**src/rtl/seq_det_pkg.sv**
```systemverilog
// Shared types and helpers for the programmable serial sequence detector.
package seq_det_pkg;

    typedef enum logic {
        MODE_NONOVL = 1'b0,
        MODE_OVL    = 1'b1
    } mode_e;

    // Widest pattern the compare helper handles; callers zero-extend into it.
    localparam int CMP_W = 32;

    // True when the low `len` bits of window and pattern agree.
    function automatic logic masked_match(input logic [CMP_W-1:0] window,
                                          input logic [CMP_W-1:0] pat,
                                          input int unsigned      len);
        logic [CMP_W-1:0] mask;
        mask = (len >= CMP_W) ? '1 : ((CMP_W'(1) << len) - CMP_W'(1));
        return ((window ^ pat) & mask) == '0;
    endfunction

endpackage

```
**src/rtl/sat_counter.sv**
```systemverilog
// Saturating up-counter with synchronous clear; clear has priority over increment.
module sat_counter #(
    parameter int W = 8
) (
    input  logic         clk,
    input  logic         reset,
    input  logic         i_inc,
    input  logic         i_clr,
    output logic [W-1:0] o_cnt
);

    logic [W-1:0] r_cnt;

    // NOTE: sequential state uses non-blocking assignments so every flop samples pre-edge values.
    always_ff @(posedge clk or posedge reset) begin
        if (reset) begin
            r_cnt <= '0;
        end else if (i_clr) begin
            r_cnt <= '0;
        end else if (i_inc && (r_cnt != '1)) begin
            r_cnt <= r_cnt + W'(1);
        end
    end

    assign o_cnt = r_cnt;

endmodule

```
**src/rtl/seq_detector_prog.sv**
```systemverilog
// Runtime-programmable serial sequence detector: Mealy match output, registered copy,
// overlapping/non-overlapping modes and a saturating match counter.
module seq_detector_prog #(
    parameter int                 MAX_LEN     = 8,
    parameter int                 CNT_W       = 8,
    parameter logic [MAX_LEN-1:0] DEF_PATTERN = 8'b0011_0110,
    parameter int                 DEF_LEN     = 6,
    parameter logic               DEF_OVERLAP = 1'b1,
    localparam int                LEN_W       = $clog2(MAX_LEN + 1)
) (
    input  logic               clk,
    input  logic               reset,
    input  logic               in,
    input  logic               in_valid,
    input  logic               cfg_load,
    input  logic [MAX_LEN-1:0] cfg_pattern,
    input  logic [LEN_W-1:0]   cfg_len,
    input  logic               cfg_overlap,
    input  logic               cnt_clr,
    output logic               out,
    output logic               out_q,
    output logic [CNT_W-1:0]   match_cnt,
    output logic               cfg_err
);

    import seq_det_pkg::*;

    localparam int LW1 = LEN_W + 1;

    // Only the newest MAX_LEN-1 history bits can ever take part in a compare.
    logic [MAX_LEN-2:0] r_hist;
    logic [LEN_W-1:0]   r_fill;
    logic [MAX_LEN-1:0] r_pat;
    logic [LEN_W-1:0]   r_len;
    mode_e              r_ovl;
    logic               r_err;
    logic               r_out_q;

    logic [MAX_LEN-1:0] w_window;
    logic               w_accept;
    logic               w_fill_ok;
    logic               w_eq;
    logic               w_out;

    assign w_window  = {r_hist, in};
    assign w_accept  = in_valid && !cfg_load;
    // fill >= len-1, written as fill+1 >= len so len=1 needs no special case.
    assign w_fill_ok = (LW1'(r_fill) + LW1'(1)) >= LW1'(r_len);
    assign w_eq      = masked_match(CMP_W'(w_window), CMP_W'(r_pat), 32'(r_len));
    assign w_out     = !reset && w_accept && !r_err && w_fill_ok && w_eq;

    always_ff @(posedge clk or posedge reset) begin
        if (reset) begin
            r_hist  <= '0;
            r_fill  <= '0;
            r_pat   <= DEF_PATTERN;
            r_len   <= LEN_W'(DEF_LEN);
            r_ovl   <= mode_e'(DEF_OVERLAP);
            r_err   <= 1'b0;
            r_out_q <= 1'b0;
        end else begin
            r_out_q <= w_out;
            if (cfg_load) begin
                r_pat  <= cfg_pattern;
                r_len  <= cfg_len;
                r_ovl  <= mode_e'(cfg_overlap);
                r_err  <= (cfg_len == '0) || (cfg_len > LEN_W'(MAX_LEN));
                r_hist <= '0;
                r_fill <= '0;
            end else if (in_valid) begin
                r_hist <= w_window[MAX_LEN-2:0];
                // Non-overlapping mode restarts the fill so no matched bit is reused.
                if (w_out && (r_ovl == MODE_NONOVL)) begin
                    r_fill <= '0;
                end else if (r_fill != LEN_W'(MAX_LEN - 1)) begin
                    r_fill <= r_fill + LEN_W'(1);
                end
            end
        end
    end

    sat_counter #(
        .W(CNT_W)
    ) u_match_cnt (
        .clk   (clk),
        .reset (reset),
        .i_inc (w_out),
        .i_clr (cnt_clr),
        .o_cnt (match_cnt)
    );

    assign out     = w_out;
    assign out_q   = r_out_q;
    assign cfg_err = r_err;

endmodule

```
**config.mk**
```make
export PLATFORM = sky130hd
export DESIGN_NAME = seq_detector_prog
export DESIGN_NICKNAME = d
export VERILOG_FILES = /design/src/rtl/seq_det_pkg.sv /design/src/rtl/sat_counter.sv /design/src/rtl/seq_detector_prog.sv
export SDC_FILE = /design/constraint.sdc
export NUM_CORES = 1
export LEC_CHECK = 0
export CORE_ASPECT_RATIO = 1.25
export CORE_UTILIZATION = 40
export DETAILED_ROUTE_END_ITERATION = 8
export SLEW_MARGIN = 0
export SYNTH_ARGS = -nofsm -noshare
export SYNTH_HDL_FRONTEND = slang
export SYNTH_SLANG_ARGS = --single-unit
```
**constraint.sdc**
```tcl
create_clock -name clk -period 4.4 [get_ports clk]
set_clock_uncertainty 0.05 [all_clocks]
set_input_delay 0.44 -clock clk [delete_from_list [all_inputs] [get_ports clk]]
set_output_delay 0.44 -clock clk [all_outputs]
set_load 0.005 [all_outputs]
```
# After elaboration in Yosys (flattened, before gate mapping)
# Cells that the tools add are included.
[word_totals]
wordCells = 45
output_inout_bits = 11
inputBits = 19
reg_bits = 34
[op_classes]
magnitude_cmp = 2
n_shift = 1
n_eq_ne = 2
n_mux = 8
addsub = 4
n_bitwise = 3
n_reduce_logical = 17
[ops]
columns = ["op", "n"]
rows = [
  ["$and 8x32->32", 1],
  ["$logic_not 32->1", 1],
  ["$shl 1x4->32 const A", 1],
  ["$sub 32x1->32 const B", 1],
  ["$mux 4", 4],
  ["$mux 8", 2],
  ["$mux 7", 2],
  ["$add 8x1->8 const B", 1],
  ["$ne 8x8->1 const B", 1],
  ["$xor 8x8->8", 1],
  ["$logic_and 1x1->1", 7],
  ["$add 4x1->5 const B", 1],
  ["$ge 5x4->1", 1],
  ["$add 4x1->4 const B", 1],
  ["$gt 4x4->1 const B", 1],
  ["$logic_not 4->1", 1],
  ["$ne 4x3->1 const B", 1],
  ["$reduce_bool 2->1", 2],
  ["$logic_not 1->1", 3],
  ["$reduce_bool 3->1", 1],
  ["$reduce_and 2->1", 1],
  ["$logic_or 1x1->1", 1],
  ["$not 1->1", 1],
]

# Longest topological paths before layout
# Gate-level depths: netlist of the first run.
[depth]
word_depth = 10
ltp_mapped = 12

# By module
# Synthesis of the first run repeated with hierarchy kept, for this count alone.
[unflattened]
hier_cells = 184
area_unflattened_um2 = 1980.6
[by_module_without_submodules]
columns = ["module", "cells_per_inst", "instances", "area_each_um2"]
rows = [
  ["seq_detector_prog", 135, 1, 1476.4],
  ["sat_counter", 49, 1, 504.2],
]

# Least setup slack after synthesis of the first run
# Ideal clock, no wire load.
[synth_path]
path_kind = "register to register"
startpoint = "register r_len[3]"
endpoint = "register u_match_cnt.r_cnt[7] (netlist: u_match_cnt.o_cnt[7])"
required_ns = 4.225
path_slack_ns = 1.266
setup_ns = 0.125
stages_incl_launch_ff = 10
t_arrival_ns = 2.959
path_cell_list = "dfrtp_1 buf_6 or4_4 ha_1 clkbuf_1 xnor2_1 nor2_1 or4_4 or4_4 mux2_4"
[synth_between]
elab_chain_cells = 7
word_cells_on_any_way = 9
[synth_rtl]
columns = ["element", "line_no", "rtl"]
rows = [
  ["start: declaration", "seq_detector_prog.sv:34", "logic [LEN_W-1:0] r_len;"],
  ["start signal: assignment", "seq_detector_prog.sv:57", "r_len <= LEN_W'(DEF_LEN);"],
  ["start signal: assignment", "seq_detector_prog.sv:65", "r_len <= cfg_len;"],
  ["$shl 1x4->32", "seq_det_pkg.sv:17", "mask = (len >= CMP_W) ? '1 : ((CMP_W'(1) << len) - CMP_W'(1));"],
  ["$sub 32x1->32", "seq_det_pkg.sv:17", ""],
  ["$and 8x32->32", "seq_det_pkg.sv:18", "return ((window ^ pat) & mask) == '0;"],
  ["$logic_not 32->1", "seq_det_pkg.sv:18", ""],
  ["$logic_and 1x1->1 *", "seq_detector_prog.sv:50", "assign w_out = !reset && w_accept && !r_err && w_fill_ok && w_eq;"],
  ["$logic_and 1x1->1 *", "sat_counter.sv:20", "end else if (i_inc && (r_cnt != '1)) begin"],
  ["$reduce_bool 2->1 (no source line) *", "-", ""],
  ["end signal: assignment", "sat_counter.sv:21", "r_cnt <= r_cnt + W'(1);"],
  ["end: declaration", "sat_counter.sv:12", "logic [W-1:0] r_cnt;"],
]
# Every way passes the cells marked *; elsewhere a longest branch is shown, timed or not.
# A chain may end at the register's enable or synchronous reset.

# Final worst setup path of the first run
[layout_path]
startpoint = "register r_len[3]"
endpoint = "output out"
[layout_between]
elab_chain_cells = 5
word_cells_on_any_way = 7
[layout_rtl]
columns = ["element", "line_no", "rtl"]
rows = [
  ["$shl 1x4->32", "seq_det_pkg.sv:17", ""],
  ["$sub 32x1->32", "seq_det_pkg.sv:17", ""],
  ["$and 8x32->32", "seq_det_pkg.sv:18", ""],
  ["$logic_not 32->1", "seq_det_pkg.sv:18", ""],
  ["$logic_and 1x1->1 *", "seq_detector_prog.sv:50", ""],
  ["end: declaration", "seq_detector_prog.sv:20", "output logic out,"],
]
# Marked as above.

==> impl_metrics.py, run 1 <==
metrics = {
    "global_route": {
        "grtUsageMet1_pct": 21.2,
        "grt-ovfl-total": 0,
        "grt.total_usage_pct": 18.3,
        "gr-usage-met3_pct": 4.43,
        "grt_max_degree": 35,
        "grt_use_met2_pct": 32.5,
        "grt_pass1_wl_um": 7200,
        "grt.busiest_layer": "met2",
        "grt_pass1_vias": 1555,
        "antenna_found_initial": 0,
    },
    "sta": {
        "rsz0062_at_grt": "false",
        "period_minus_slack_ps": 3770,
        "fin_tns_setup_ps": 0,
        "fmax_mhz": 266,
        "tightest_slew_ps": 492,
        "slew_headroom_pct": 66.9,
        "setup_viol": 0,
        "finalCritPeriodShare_pct": 85.6,
        "hold_viol_final": 0,
        "drv_slew": 0,
    },
    "logic_synthesis": {
        "synth_top_area_share_pct": 34.8,
        "synth_most_common_cell": "dfrtp_1",
        "synth-edff-count": 0,
        "syn_area_sq_um": 1940,
        "syn_area_per_cell_sq_um": 10.0,
        "ys_ff_latch": 34,
        "synth_cell_types": 40,
        "synth_ff_type": "dfrtp_1",
        "synth_area_leader_cell": "dfrtp_1",
        "yosysSeqAreaShare_pct": 44.3,
        "synthArstFlopShare_pct": 100,
        "syn_inst": 194,
        "yosysWarningCount": 0,
        "syn-num-nets": 220,
        "synthTopCellsByArea": "dfrtp_1, dfstp_2, mux2_2, ha_1, mux2i_1",
        "synthTopCellsByCount": "dfrtp_1, nor2_1, a21oi_1",
    },
    "worst_setup_path": {
        "path_max_fanout": 10,
        "cpPeakStageDelay_ps": 580,
        "crit_family": "simple AND/OR/NAND/NOR gates",
        "cp.required_ps": 3910,
        "worst_r2r_endpoint": "u_match_cnt.o_cnt[7]$_DFFE_PP0P_",
        "cp.arrival_ps": 3280,
        "startpoint_type": "flip-flop",
        "r2r-start": "r_len[3]$_DFFE_PP0P_",
        "r2r_slack_ps": 1170,
        "worstSetupPathType": "flip-flop to output pin",
        "endpoint_kind": "output pin",
        "slowest_stage": "or4_4",
        "crit_chain": "or4_4, ha_1, a21oi_1, o21ai_0, or3_1, nor2_1, clkdlybuf4s50_1",
        "reg2regPathDepth": 7,
        "crit_buf_inv": 1,
    },
    "clock_network": {
        "cts_max_level": 2,
        "cts_buffers": 5,
        "ctsHoldBuffers": 0,
        "cts_sinks": 34,
        "cts_buffer_depth": 2,
        "cts.repair.resized": 0,
        "cts_root_buf": "clkbuf_8",
        "clkTransAtPathRegs_ps": 70,
        "clk_latency_ps": 280,
        "cts_tree": "built",
        "cts_setup_buffers": 0,
    },
    "drt": {
        "postRouteAntennaNets": 0,
        "totalWireLength_um": 4010,
        "via_per_inst": 5.45,
        "wl_per_cell_um": 14.2,
        "drt_iter0_markers": 107,
        "route.vias.total": 1543,
        "drt_pass1_iterations": 4,
        "drc_errors": 0,
    },
    "die": {
        "start_util_pct": 42.8,
        "die_w_um": 64.3,
        "fp.dieArea_sq_um": 5130,
        "die_h_um": 79.9,
        "ios": 30,
        "core_sq_um": 4530,
        "rows": 27,
    },
    "worst_hold_path": {
        "hp-class": "flip-flop to flip-flop",
        "worstHoldStart": "r_pat[0]$_DFFE_PP0P_",
        "whs_path_depth": 1,
        "whs_endpoint": "r_pat[0]$_DFFE_PP0P_",
    },
    "final_layout": {
        "finalNonFillerCells": 283,
        "layout-drive-gt1-share_pct": 15.6,
        "num_antenna_cells": 0,
        "area_delta_synth_final_pct": 22.5,
        "final_nets": 250,
    },
    "power": {
        "p_per_area_nw_per_um2": 293,
        "cellLeakagePower_nw": 0.973,
        "ir_worst_vdd_mv": 0.184,
        "power_uw": 697,
    },
    "placed_design": {
        "dp_hpwl_um": 3040,
        "gp_congestion": 0.904,
        "place.port_buffers": 29,
        "dp.cells": 275,
    },
    "flow_run": {
        "drv_cap": 0,
    },
    "run_status": {
        "status": "finished clean",
    },
}
[power breakdown]
part	switching, mW	internal, mW
Combinational	0.0557	0.0568
Sequential	0.0166	0.333
Clock	0.109	0.126
Total	0.181	0.516
[logic make-up (layout without fill, tap and decap cells)]
| family | Yosys count | in the layout | share of synthesized area [%] |
|---|---|---|---|
| compound gates | 35 | 35 | 10.8 |
| xor+xnor | 12 | 12 | 5.42 |
| fa+ha+maj | 7 | 7 | 4.52 |
| buf+inv | 14 | 45 | 3.10 |
| flops | 34 | 34 | 44.3 |
| mux | 20 | 20 | 11.3 |
| simple gates | 72 | 72 | 20.6 |
[state kept, by name, indices dropped and copies added (netlist names)]
name,cells
cfg_err,1
u_match_cnt.o_cnt,8
r_len,4
r_pat,8
r_ovl,1
out_q,1
r_fill,4
r_hist,7
[worst max-delay path by stage]
stage               depth (start not counted)            startpoint                                to
floorplan                                   9  r_len[3]$_DFFE_PP0P_  u_match_cnt.o_cnt[7]$_DFFE_PP0P_
global placement                            7  r_len[3]$_DFFE_PP0P_                               out
detailed placement                          7  r_len[3]$_DFFE_PP0P_                               out
CTS                                         7  r_len[3]$_DFFE_PP0P_                               out
global route                                7  r_len[3]$_DFFE_PP0P_                               out
finish                                      7  r_len[3]$_DFFE_PP0P_                               out
[cell type report]
class,count,area (sq um)
Multi-Input combinational cell,146,1020
Fill cell,435,2150
Clock inverter,1,5.00
Clock buffer,7,86.3
Sequential cell,34,860
Tap cell,58,72.6
Timing Repair Buffer,32,313
Inverter,5,18.8
[per-stage QoR]
stage / utilization [%] / hold WS (ps) / cell area [sq um] / worst slack [ps]
floorplan: - / 451 / 1940 / 1270
finish: 52.5 / 483 / 2370 / 634
global route: 52.5 / 490 / 2370 / 470
detailed placement: 50.4 / 470 / 2280 / 974
CTS: 52.5 / 486 / 2370 / 652
global placement: 50.4 / 464 / 2280 / 1070
[worst reg2reg max path, delay by kind of cell (launching register included)]
kind | cells | cell delay (ps)
flip-flops | 1 | 470
multiplexers | 1 | 300
adder cells (fa/ha/maj) | 1 | 300
AND/OR/NAND/NOR | 3 | 1650
AO/OA/AOI/OAI | 2 | 350
[routing by layer]
metal,vias up,wire length [um],share of wire (%)
li1,766,-,-
met1,737,1700,42
met2,36,2130,53
met3,4,135,3.4
met4,0,39,0.97
met5,-,0,0
[placed cells by master (no fill, tap or decap), drive strengths merged, types with 7 or more instances in the layout]
cell,count
or4,7
nand2,11
nor3,8
dfstp,7
ha,7
o21ai,9
a21oi,12
mux2i,8
nand3,7
clkbuf,7
clkdlybuf4s50,29
mux2,12
dfrtp,27
nor2,16
(Power assumes the default switching activity.)
==> run 2: changes to the inputs <==
HOLD_SLACK_MARGIN = 0.05   (was default)
==> results of run 2 <==
The final DEF is identical to that of run 1; final timing and power are the same.
